**config.mk**
```make
export PLATFORM = sky130hd
export DESIGN_NAME = pci_burst_target
export DESIGN_NICKNAME = d
export VERILOG_FILES = /design/src/rtl/pci_burst_target.sv
export SDC_FILE = /design/constraint.sdc
export NUM_CORES = 1
export LEC_CHECK = 0
export CAP_MARGIN = 20
export CORE_UTILIZATION = 50
export CTS_CLUSTER_DIAMETER = 100
export DETAILED_ROUTE_END_ITERATION = 16
export HOLD_SLACK_MARGIN = 0.02
export PLACE_DENSITY = 0.69
export SYNTH_ARGS = -nofsm -noshare
export SYNTH_HDL_FRONTEND = slang
export SYNTH_SLANG_ARGS = --single-unit
```
**constraint.sdc**
```tcl
create_clock -name Clock -period 6.3 [get_ports Clock]
set_input_delay 0.945 -clock Clock [delete_from_list [all_inputs] [get_ports Clock]]
set_output_delay 0.945 -clock Clock [all_outputs]
set_load 0.005 [all_outputs]
```
**src/rtl/pci_burst_target.sv**
```systemverilog
// rtl/pci_burst_target.sv - PCI memory target with burst, byte enables, disconnect at window end
// Optional macro PARITY_EN adds the Par/par_oe outputs and read-data parity generation.
module pci_burst_target #(
    parameter logic [31:0] BASE_ADDR   = 32'h0000_0010,
    parameter int          DEPTH       = 8,
    parameter int          DEVSEL_DLY  = 0,
    parameter int          WAIT_STATES = 0
) (
    input  logic        Clock,
    input  logic        RST,
    input  logic        Frame,
    input  logic        Irdy,
    input  logic [3:0]  CBE,
    input  logic [31:0] ad_in,
    output logic [31:0] ad_out,
    output logic        ad_oe,
    output logic        Devsel,
    output logic        Trdy,
`ifdef PARITY_EN
    output logic        Par,
    output logic        par_oe,
`endif
    output logic        Stop
);

    localparam int              PW      = (DEPTH > 1) ? $clog2(DEPTH) : 1;
    localparam logic [PW-1:0]   LAST    = PW'(DEPTH - 1);
    // Cycle offsets after the address edge: Devsel, first write Trdy, first read Trdy
    localparam logic [7:0]      DEV_OFF = 8'(1 + DEVSEL_DLY);
    localparam logic [7:0]      WR_OFF  = 8'(1 + DEVSEL_DLY + WAIT_STATES);
    localparam logic [7:0]      RD_OFF  = (WR_OFF < 8'd2) ? 8'd2 : WR_OFF;
    localparam logic [32:0]     WIN_LO  = {1'b0, BASE_ADDR};
    localparam logic [32:0]     WIN_HI  = WIN_LO + 33'(4 * DEPTH);

    typedef enum logic [2:0] {IDLE, ADDR_WAIT, DATA, DISC, TURN} state_t;

    state_t        state;
    logic [31:0]   mem [DEPTH];
    logic [PW-1:0] ptr;
    logic          is_read;
    logic          bus_idle;
    logic [7:0]    cyc;

    logic          hit;
    logic [7:0]    cyc_next;
    logic [31:0]   next_word;
    logic [31:0]   wr_word;

    // Address decode, next read word and byte-merged write word
    always_comb begin
        hit       = ({1'b0, ad_in} >= WIN_LO) && ({1'b0, ad_in} < WIN_HI) && (CBE[3:1] == 3'b011);
        cyc_next  = (cyc == 8'hFF) ? cyc : cyc + 8'd1;
        next_word = (ptr == LAST) ? mem[ptr] : mem[ptr + PW'(1)];
        wr_word   = mem[ptr];
        for (int i = 0; i < 4; i++) begin
            if (!CBE[i]) wr_word[8*i +: 8] = ad_in[8*i +: 8];
        end
    end

    // Transaction FSM with registered bus outputs and memory writes
    always_ff @(posedge Clock) begin
        if (RST) begin
            state    <= IDLE;
            Devsel   <= 1'b1;
            Trdy     <= 1'b1;
            Stop     <= 1'b1;
            ad_oe    <= 1'b0;
            ad_out   <= '0;
            ptr      <= '0;
            is_read  <= 1'b0;
            bus_idle <= 1'b0;
            cyc      <= '0;
`ifdef PARITY_EN
            Par      <= 1'b0;
            par_oe   <= 1'b0;
`endif
        end else begin
            bus_idle <= Frame & Irdy;
            case (state)
                IDLE: begin
                    if (!Frame && bus_idle && hit) begin
                        ptr     <= PW'((ad_in - BASE_ADDR) >> 2);
                        is_read <= !CBE[0];
                        cyc     <= 8'd1;
                        Devsel  <= (DEV_OFF == 8'd1) ? 1'b0 : 1'b1;
                        if (CBE[0] && (WR_OFF == 8'd1)) begin
                            state <= DATA;
                            Trdy  <= 1'b0;
                        end else begin
                            state <= ADDR_WAIT;
                        end
                    end
                end
                ADDR_WAIT: begin
                    cyc <= cyc_next;
                    if (cyc_next >= DEV_OFF) Devsel <= 1'b0;
                    if (is_read) begin
                        ad_oe  <= 1'b1;
                        ad_out <= mem[ptr];
                    end
`ifdef PARITY_EN
                    if (is_read && cyc >= 8'd2) par_oe <= 1'b1;
`endif
                    if (cyc_next == (is_read ? RD_OFF : WR_OFF)) begin
                        state <= DATA;
                        Trdy  <= 1'b0;
                    end
                end
                DATA: begin
                    cyc <= cyc_next;
`ifdef PARITY_EN
                    if (is_read && cyc >= 8'd2) par_oe <= 1'b1;
`endif
                    if (!Irdy) begin
                        ptr <= ptr + PW'(1);
                        if (is_read) begin
                            ad_out <= next_word;
`ifdef PARITY_EN
                            Par    <= ^{ad_out, CBE};
                            par_oe <= 1'b1;
`endif
                        end else begin
                            mem[ptr] <= wr_word;
                        end
                        if (Frame) begin
                            state  <= TURN;
                            Devsel <= 1'b1;
                            Trdy   <= 1'b1;
                            Stop   <= 1'b1;
                            ad_oe  <= 1'b0;
                        end else if (ptr == LAST) begin
                            state <= DISC;
                            Trdy  <= 1'b1;
                            Stop  <= 1'b0;
                        end
                    end
                end
                DISC: begin
`ifdef PARITY_EN
                    par_oe <= 1'b0;
`endif
                    if (Frame) begin
                        state  <= TURN;
                        Devsel <= 1'b1;
                        Trdy   <= 1'b1;
                        Stop   <= 1'b1;
                        ad_oe  <= 1'b0;
                    end
                end
                TURN: begin
`ifdef PARITY_EN
                    par_oe <= 1'b0;
`endif
                    state <= IDLE;
                end
                default: state <= IDLE;
            endcase
        end
    end

endmodule

```
=== Word-level counts from Yosys, hierarchy flattened ===
Memory sizes are Yosys's and may differ from the RTL's. A register that Yosys moved wholly into a read port is not among the register bits.
Cells that the tools add are included.

* Register bits: 52
* Memory bits (writable): 256
* Bits of input ports: 40
* Output and inout bits: 36
* Memories kept: 1

* Add/subtract/negate cells: 3
* $lt $le $gt $ge: 3
* Equal/unequal tests: 16
* Muxes and demuxes: 52
* Bitwise logic cells: 1
* Reduce and logical (&&, ||, !) cells: 23

{| class="wikitable"
|+ Memories
! memory !! words !! bits a word !! rd ports !! clocked after memory_dff !! write ports !! RTL line !! RTL
|-
| mem || 8 || 32 || 2 || 1 || 1 || 38 || <nowiki>logic [31:0] mem [DEPTH];</nowiki>
|}

{| class="wikitable"
|+ Operator list
! kind !! number
|-
| two-way mux 32 bit || 4
|-
| case mux 32 bit (2 select lines) || 1
|-
| two-way mux 8 bit || 6
|-
| greater-or-equal comparator 32 x 5 -> 1 bit, second input constant || 1
|-
| less-than comparator 32 x 6 -> 1 bit, second input constant || 1
|-
| two-way mux 3 bit || 10
|-
| two-way mux 1 bit || 22
|-
| inequality test 2 bit, second input constant || 8
|-
| case mux 8 bit (2 select lines) || 1
|-
| case mux 3 bit (4 select lines) || 1
|-
| AND reduction 4 bit || 3
|-
| equality test 3 x 2 -> 1 bit, second input constant || 3
|-
| adder 8 x 1 -> 8 bit, second input constant || 1
|-
| equality test 8 x 2 -> 1 bit || 1
|-
| equality test 8 bit, second input constant || 1
|-
| greater-or-equal comparator 8 x 1 -> 1 bit, second input constant || 1
|-
| case mux 1 bit (4 select lines) || 2
|-
| nonzero test 2 bit || 4
|-
| AND reduction 7 bit || 1
|-
| case mux 3 bit (2 select lines) || 1
|-
| AND reduction 3 bit || 2
|-
| AND reduction 5 bit || 1
|-
| subtractor 5 bit, second input constant || 1
|-
| logical AND 1 bit || 4
|-
| 14 further kinds || 17
|}

=== Longest topological paths before layout ===
Gate-level depths: netlist of the first run.

* Depth in word-level cells: 8
* Depth in mapped cells: 8

=== Worst setup path before layout of the first run ===
OpenSTA, ideal clock, no wires.

* Kind: in2reg
* Start point: input Irdy
* End point: memory mem[0][0] (enable)
* Library setup time: 461 ps
* Arrival: 3774 ps
* Path slack: 2065 ps
* Stages on the path: 4
* Path buffers: 0
* Path through: or3_1 nor2_1 nand2_1 nor3_1

* Cells in the longest elaborated chain, start to end: 4

{| class="wikitable"
|+ Ends and longest elaborated chain
! element !! RTL line !! RTL
|-
| start: declaration || 12 || <nowiki>input logic Irdy,</nowiki>
|-
| two-way mux 1 bit || 114 || <nowiki>if (!Irdy) begin</nowiki>
|-
| two-way mux 1 bit || 79 || <nowiki>case (state)</nowiki>
|-
| two-way mux 1 bit || 62 || <nowiki>if (RST) begin</nowiki>
|-
| two-way mux 1 bit (not written as such) || 123 || <nowiki>mem[ptr] <= wr_word;</nowiki>
|-
| end: declaration || 38 ||
|}

Every way passes these cells.

=== Final worst setup path of the first run ===
* Start point: register ptr[0]
* End point: memory mem[3][15] (enable)

{| class="wikitable"
|+ RTL lines
! element !! RTL line !! RTL
|-
| start: declaration || 39 || <nowiki>logic [PW-1:0] ptr;</nowiki>
|-
| start signal: assignment || 82 || <nowiki>ptr <= PW'((ad_in - BASE_ADDR) >> 2);</nowiki>
|-
| start signal: assignment || 115 || <nowiki>ptr <= ptr + PW'(1);</nowiki>
|}

No word-level cell before the write port.

==> summary.md, run 1 <==
| Metric | Value |
|---|---|
| Post-CTS setup buffer count | 0 |
| Fin crit share | 0.516 |
| Number of nets in the layout | 1067 |
| Status | finished clean |
| Routed wire per std cell | 25.6 µm |
| Kind of critical path | reg2reg |
| Top Ports | 76 |
| Synth Cell Area | 0.0146 mm² |
| Final setup TNS | 0 ns |
| Die X | 173 µm |
| Highest clock rate | 308 MHz |
| Worst Setup Start Kind | register |
| Syn Inst Count | 960 |
| First-pass GRT wire length | 56.6 mm |
| Most frequent cells in the layout | edfxtp_1, mux4_2, a21oi_1, nand2_1, clkdlybuf4s50_1 |
| Yosys cell types | 51 |
| Initial antenna violation count | 0 |
| Sink Count | 311 |
| Max-cap check violation count | 0 |
| CTS tree | yes |
| WP data required | 6.46 ns |
| Peak VDD IR | 0.214 mV |
| Post-Layout Cell Count | 1434 |
| Seq/Total Area, Yosys | 0.600 |
| Starting density of the core | 0.509 |
| Area growth from synthesis to layout | 15.8% |
| Vias in the first global route | 9276 |
| Vias per inst | 6.36 |
| Clock Latency Late Sink | 0.50 ns |
| Min Clock Period, post-route | 3.25 ns |
| Clock skew | 0.0123 ns |
| Final HPWL DP | 22.1 mm |
| Clock buffer count from CTS | 35 |
| Mapped Nets | 1003 |
| Largest net degree at the start of global routing | 68 |
| Ys Warns | 0 |
| Fin. max-slew vios | 0 |
| Slew @ Worst Pin | 1.07 ns |
| Share of flip-flops with an asynchronous set or reset | 0 |
| Routability congestion estimate | 0.841 |
| Post-synthesis register bit count | 311 |
| Top_reg_cell synth | edfxtp_1 |
| Syn_area_per_cell | 15.3 µm² |
| Clk pin slew, worst setup/hold paths | 0.06 ns |
| Post-CTS Resized | 0 |
| Post-synth EDFFs | 256 |
| # hold bufs at CTS | 0 |
| Number of port buffers | 75 |
| Die ar. | 0.0300 mm² |
| Worst slew margin | 0.287 |
| Min-delay worst type | reg2reg |
| Unrepaired setup endpoints after global routing | false |
| Core Box Area | 0.0288 mm² |
| # setup viols final | 0 |
| WP data arrival | 3.41 ns |
| Die Ht | 173 µm |
| Antenna viol nets, final | 0 |
| Fraction of layout cells with a size suffix above 1 | 0.225 |
| Cell row count | 62 |
| CP endpoint kind | register |
| Final Power | 4.91 mW |
| Grt total ovfl | 0 |
| LEAKAGE | 5.01 nW |
| ANT cells | 0 |
| Vias | 9117 |
| Max clock buf depth | 3 |
| Commonest non-fill, non-tap cell in the layout | edfxtp_1 |
| Final WL | 36.7 mm |
| Clock H-tree levels | 2 |
| Inst Count DP | 1370 |
| Gr usage total | 0.252 |
| CP max FO | 67 |
| DR iter-0 viols | 1084 |
| Pwr Density | 290 mW/mm² |
| DRC Markers | 0 |
| Detailed Routing Iterations Pass 1 | 5 |
| Root buf cell | clkbuf_16 |
| Hold Fails Final Rpt | 0 |
==> final cells by class <==
class                   instances  area, µm²
clock inverters                16        134
repair buffers                 99        958
clock buffers                  47        983
fillers                      2169      11800
multi-input cells             572       5590
well taps                     384        480
flip-flops and latches        311       8800
inverters                       5       18.8
==> cell usage after synthesis (5+ instances only) <==
| cell | n | share of area |
|---|---|---|
| edfxtp_1 | 256 | 0.52 |
| mux4_2 | 129 | 0.20 |
| a21oi_1 | 79 | 0.027 |
| nand2_1 | 79 | 0.020 |
| mux2i_1 | 66 | 0.045 |
| nor2_1 | 60 | 0.015 |
| dfxtp_1 | 55 | 0.075 |
| nand3_1 | 40 | 0.014 |
| o21ai_0 | 36 | 0.012 |
| clkbuf_1 | 27 | 0.0069 |
| buf_2 | 18 | 0.0062 |
| buf_4 | 14 | 0.0072 |
| buf_1 | 13 | 0.0033 |
| nor3_1 | 9 | 0.0031 |
| nand2b_1 | 6 | 0.0026 |
| o21ai_1 | 6 | 0.0021 |
| inv_1 | 5 | 0.0013 |
==> cells by family (layout without fill, tap and decap cells) <==
logic type      after synthesis  in the layout  synth area share
compound gates              144            144            0.0551
xor+xnor                      3              3           0.00179
mux                         195            195             0.243
fa+ha+maj                     3              3           0.00256
flops                       311            311             0.600
buf+inv                      77            167            0.0249
simple gates                227            227            0.0722
==> layer usage <==
metal / track usage / routed length [µm] / up-vias
met2: 0.399 / 17300 / 420
met4: 0.0619 / 701 / 0
met5: 0 / 0 / -
li1: - / - / 3967
met3: 0.0561 / 3370 / 53
met1: 0.359 / 15300 / 4677
==> state kept, by name, summed over array words and instances, names as in the netlist, named ones only <==
signal,flops
Devsel,1
ad_oe,1
Trdy,1
ad_out,32
mem,256
ptr,3
Stop,1
is_read,1
state,3
bus_idle,1
cyc,8
==> worst max-delay path: stages, from the launching register on <==
cell and delay [ns]:
dfxtp_2 0.36, buf_4 0.84, nand3_1 0.55, nor2_4 0.70
buf_4 0.44
==> metrics by stage <==
step	area [µm²]	hold slack, ns	utilization	setup slack, ns
2_1_floorplan	14600	0.449	-	2.06
3_3_place_gp	15800	0.443	0.549	2.64
3_5_place_dp	15800	0.449	0.550	2.61
4_1_cts	16900	0.455	0.588	3.05
5_1_grt	17000	0.473	0.589	2.91
6_report	17000	0.453	0.589	3.05
==> report_power, final <==
part           switching (mW)  total, mW  internal, mW
sequential             0.0518       2.32          2.27
combinational           0.355      0.629         0.275
clock                   0.783       1.96          1.18
total                    1.19       4.91          3.72
==> path summary, 6_finish.rpt <==
check | end | slack (ns) | startpoint | cells past startpoint
worst max-delay path | mem[3][15] | 3.05 | ptr[0] | 4
worst min-delay path | ad_out[17] | 0.45 | ad_out[17] | 2
worst max register to register | mem[3][15] | 3.05 | ptr[0] | 4
worst min register to register | ad_out[17] | 0.45 | ad_out[17] | 2
Note: power is estimated with default switching activity, not from simulation.
==> inputs of run 2 (changes only) <==
Clock period 6.3 ns to 3.3 ns, I/O delays scaled along.
==> summary.md, run 2 (synthesis gave the netlist of run 1 again) <==
| Metric | Value |
|---|---|
| Cell row count | 62 (unchanged) |
| Sink Count | 311 (unchanged) |
| Commonest non-fill, non-tap cell in the layout | edfxtp_1 (unchanged) |
| First-pass GRT wire length | 55.9 mm (was 56.6 mm) |
| Largest regs | mem: 256 flops, ad_out: 32 flops, cyc: 8 flops (unchanged) |
| Antenna viol nets, final | 0 (unchanged) |
| CTS tree | yes (unchanged) |
| # hold bufs at CTS | 0 (unchanged) |
| Clock H-tree levels | 2 (unchanged) |
| CP max FO | 16 (was 67) |
| Largest reg by FF count | mem (unchanged) |
| Largest net degree at the start of global routing | 52 (was 68) |
| Gr usage total | 0.252 (about the same) |
| Highest clock rate | 395 MHz (was 308 MHz) |
| Number of nets in the layout | 1089 (was 1067) |
| Max clock buf depth | 3 (unchanged) |
| Min-delay worst type | reg2reg (unchanged) |
| Clock power frac | 0.394 (was 0.399) |
| Peak VDD IR | 0.372 mV (was 0.214 mV) |
| Clock buffer count from CTS | 35 (unchanged) |
| DRC Markers | 0 (unchanged) |
| Sw power | 2.27 mW (was 1.19 mW) |
| Routability congestion estimate | 0.847 (was 0.841) |
| Status | finished clean (unchanged) |
| Worst slew margin | 0.279 (was 0.287) |
| DR iter-0 viols | 865 (was 1084) |
| Comb pwr share | 0.133 (was 0.128) |
| Routed wire per std cell | 25.3 µm (was 25.6 µm) |
| # setup viols final | 0 (unchanged) |
| Final WL | 36.8 mm (was 36.7 mm) |
| Max-cap check violation count | 0 (unchanged) |
| Fin. max-slew vios | 0 (unchanged) |
| Hold Fails Final Rpt | 0 (unchanged) |
| Area growth from synthesis to layout | 17.2% (was 15.8%) |
| Core Box Area | 0.0288 mm² (unchanged) |
| Top Ports | 76 (unchanged) |
| Most frequent cells in the layout | edfxtp_1, mux4_2, a21oi_1, nand2_1, clkdlybuf4s50_1 (unchanged) |
| ANT cells | 0 (unchanged) |
| Post-CTS Resized | 0 (unchanged) |
| Grt total ovfl | 0 (unchanged) |
| Clock skew | 0.0147 ns (was 0.0123 ns) |
| Die X | 173 µm (unchanged) |
| Unrepaired setup endpoints after global routing | false (unchanged) |
| Max reg flops | 256 (unchanged) |
| Post-CTS setup buffer count | 0 (unchanged) |
| Die ar. | 0.0300 mm² (unchanged) |
| Post-layout util | 0.596 (was 0.589) |
| Fin crit share | 0.766 (was 0.516) |
| Vias in the first global route | 9300 (was 9276) |
| Clock Latency Late Sink | 0.50 ns (about the same) |
| Die Ht | 173 µm (unchanged) |
| Clk pin slew, worst setup/hold paths | 0.06 ns (about the same) |
| Detailed Routing Iterations Pass 1 | 6 (was 5) |
| Worst Setup Start Kind | register (unchanged) |
| Cell Int Power | 7.06 mW (was 3.72 mW) |
| CP endpoint kind | register (unchanged) |
| Final HPWL DP | 22.4 mm (was 22.1 mm) |
| Fraction of layout cells with a size suffix above 1 | 0.236 (was 0.225) |
| Pwr Density | 544 mW/mm² (was 290 mW/mm²) |
| WP data arrival | 2.74 ns (was 3.41 ns) |
| Kind of critical path | reg2reg (unchanged) |
| WP data required | 3.51 ns (was 6.46 ns) |
| Slew @ Worst Pin | 1.08 ns (was 1.07 ns) |
| Min Clock Period, post-route | 2.53 ns (was 3.25 ns) |
| Vias | 9211 (was 9117) |
| LEAKAGE | 5.09 nW (was 5.01 nW) |
| Final setup TNS | 0 ns (unchanged) |
| Number of port buffers | 75 (unchanged) |
| Initial antenna violation count | 0 (unchanged) |
| Starting density of the core | 0.509 (unchanged) |
| Reg power frac | 0.473 (about the same) |
| Root buf cell | clkbuf_16 (unchanged) |
| Layout fillers | 2130 (was 2169) |
| Vias per inst | 6.33 (was 6.36) |
| Switching Share | 0.243 (was 0.242) |
-- run 2: final timing paths --
| kind | startpoint | to | slack [ns] | cells past startpoint |
|---|---|---|---|---|
| worst max register to register | state[1] | mem[2][12] | 0.77 | 6 |
| worst max-delay path | state[1] | mem[2][12] | 0.77 | 6 |
| worst min register to register | ad_out[7] | ad_out[7] | 0.45 | 2 |
| worst min-delay path | ad_out[7] | ad_out[7] | 0.45 | 2 |
-- run 2: cell type report --
type	count	area (µm²)	share of cell area
clock buffers	42	902	0.0526
clock inverters	20	185	0.0108
inverters	5	18.8	0.00109
multi-input cells	572	5600	0.326
flip-flops and latches	311	8800	0.513
well taps	384	480	0.0280
repair buffers	121	1180	0.0687
-- run 2: power by group through the flow --
stage	combinational, mW	clock [mW]	sequential (mW)
3_3_place_gp	1.22	0	4.49
3_5_place_dp	1.23	0	4.49
2_1_floorplan	0.939	0	4.44
4_1_cts	1.24	3.72	4.41
6_report	1.24	3.68	4.41
5_1_grt	1.35	3.86	4.42
-- run 2: metrics by stage --
stage | instances | setup slack (ns) | total power, mW | area [µm²] | hold WS, ns
after floorplan | 960 | 0.328 | 5.37 | 14700 | 0.449
after global placement | 1393 | 0.285 | 5.71 | 16100 | 0.442
after detailed placement | 1393 | 0.293 | 5.72 | 16100 | 0.449
after CTS | 1455 | 0.799 | 9.37 | 17200 | 0.457
after global routing | 1455 | 0.653 | 9.64 | 17200 | 0.480
final | 1455 | 0.771 | 9.33 | 17200 | 0.453
-- run 2: worst max-delay path: stages, from the launching register on --
cell,delay [ns]
dfxtp_1,0.55
nand2b_1,0.20
or3_1,0.43
nor2_1,0.16
nand2_1,0.26
nor2_4,0.42
buf_12,0.22
-- run 2: layer usage --
metal	global-route usage	vias to the layer above	routed length, µm
li1	-	4014	-
met1	0.344	4699	15000
met2	0.415	435	18000
met3	0.0409	63	2770
met4	0.0830	0	957
met5	0	-	0
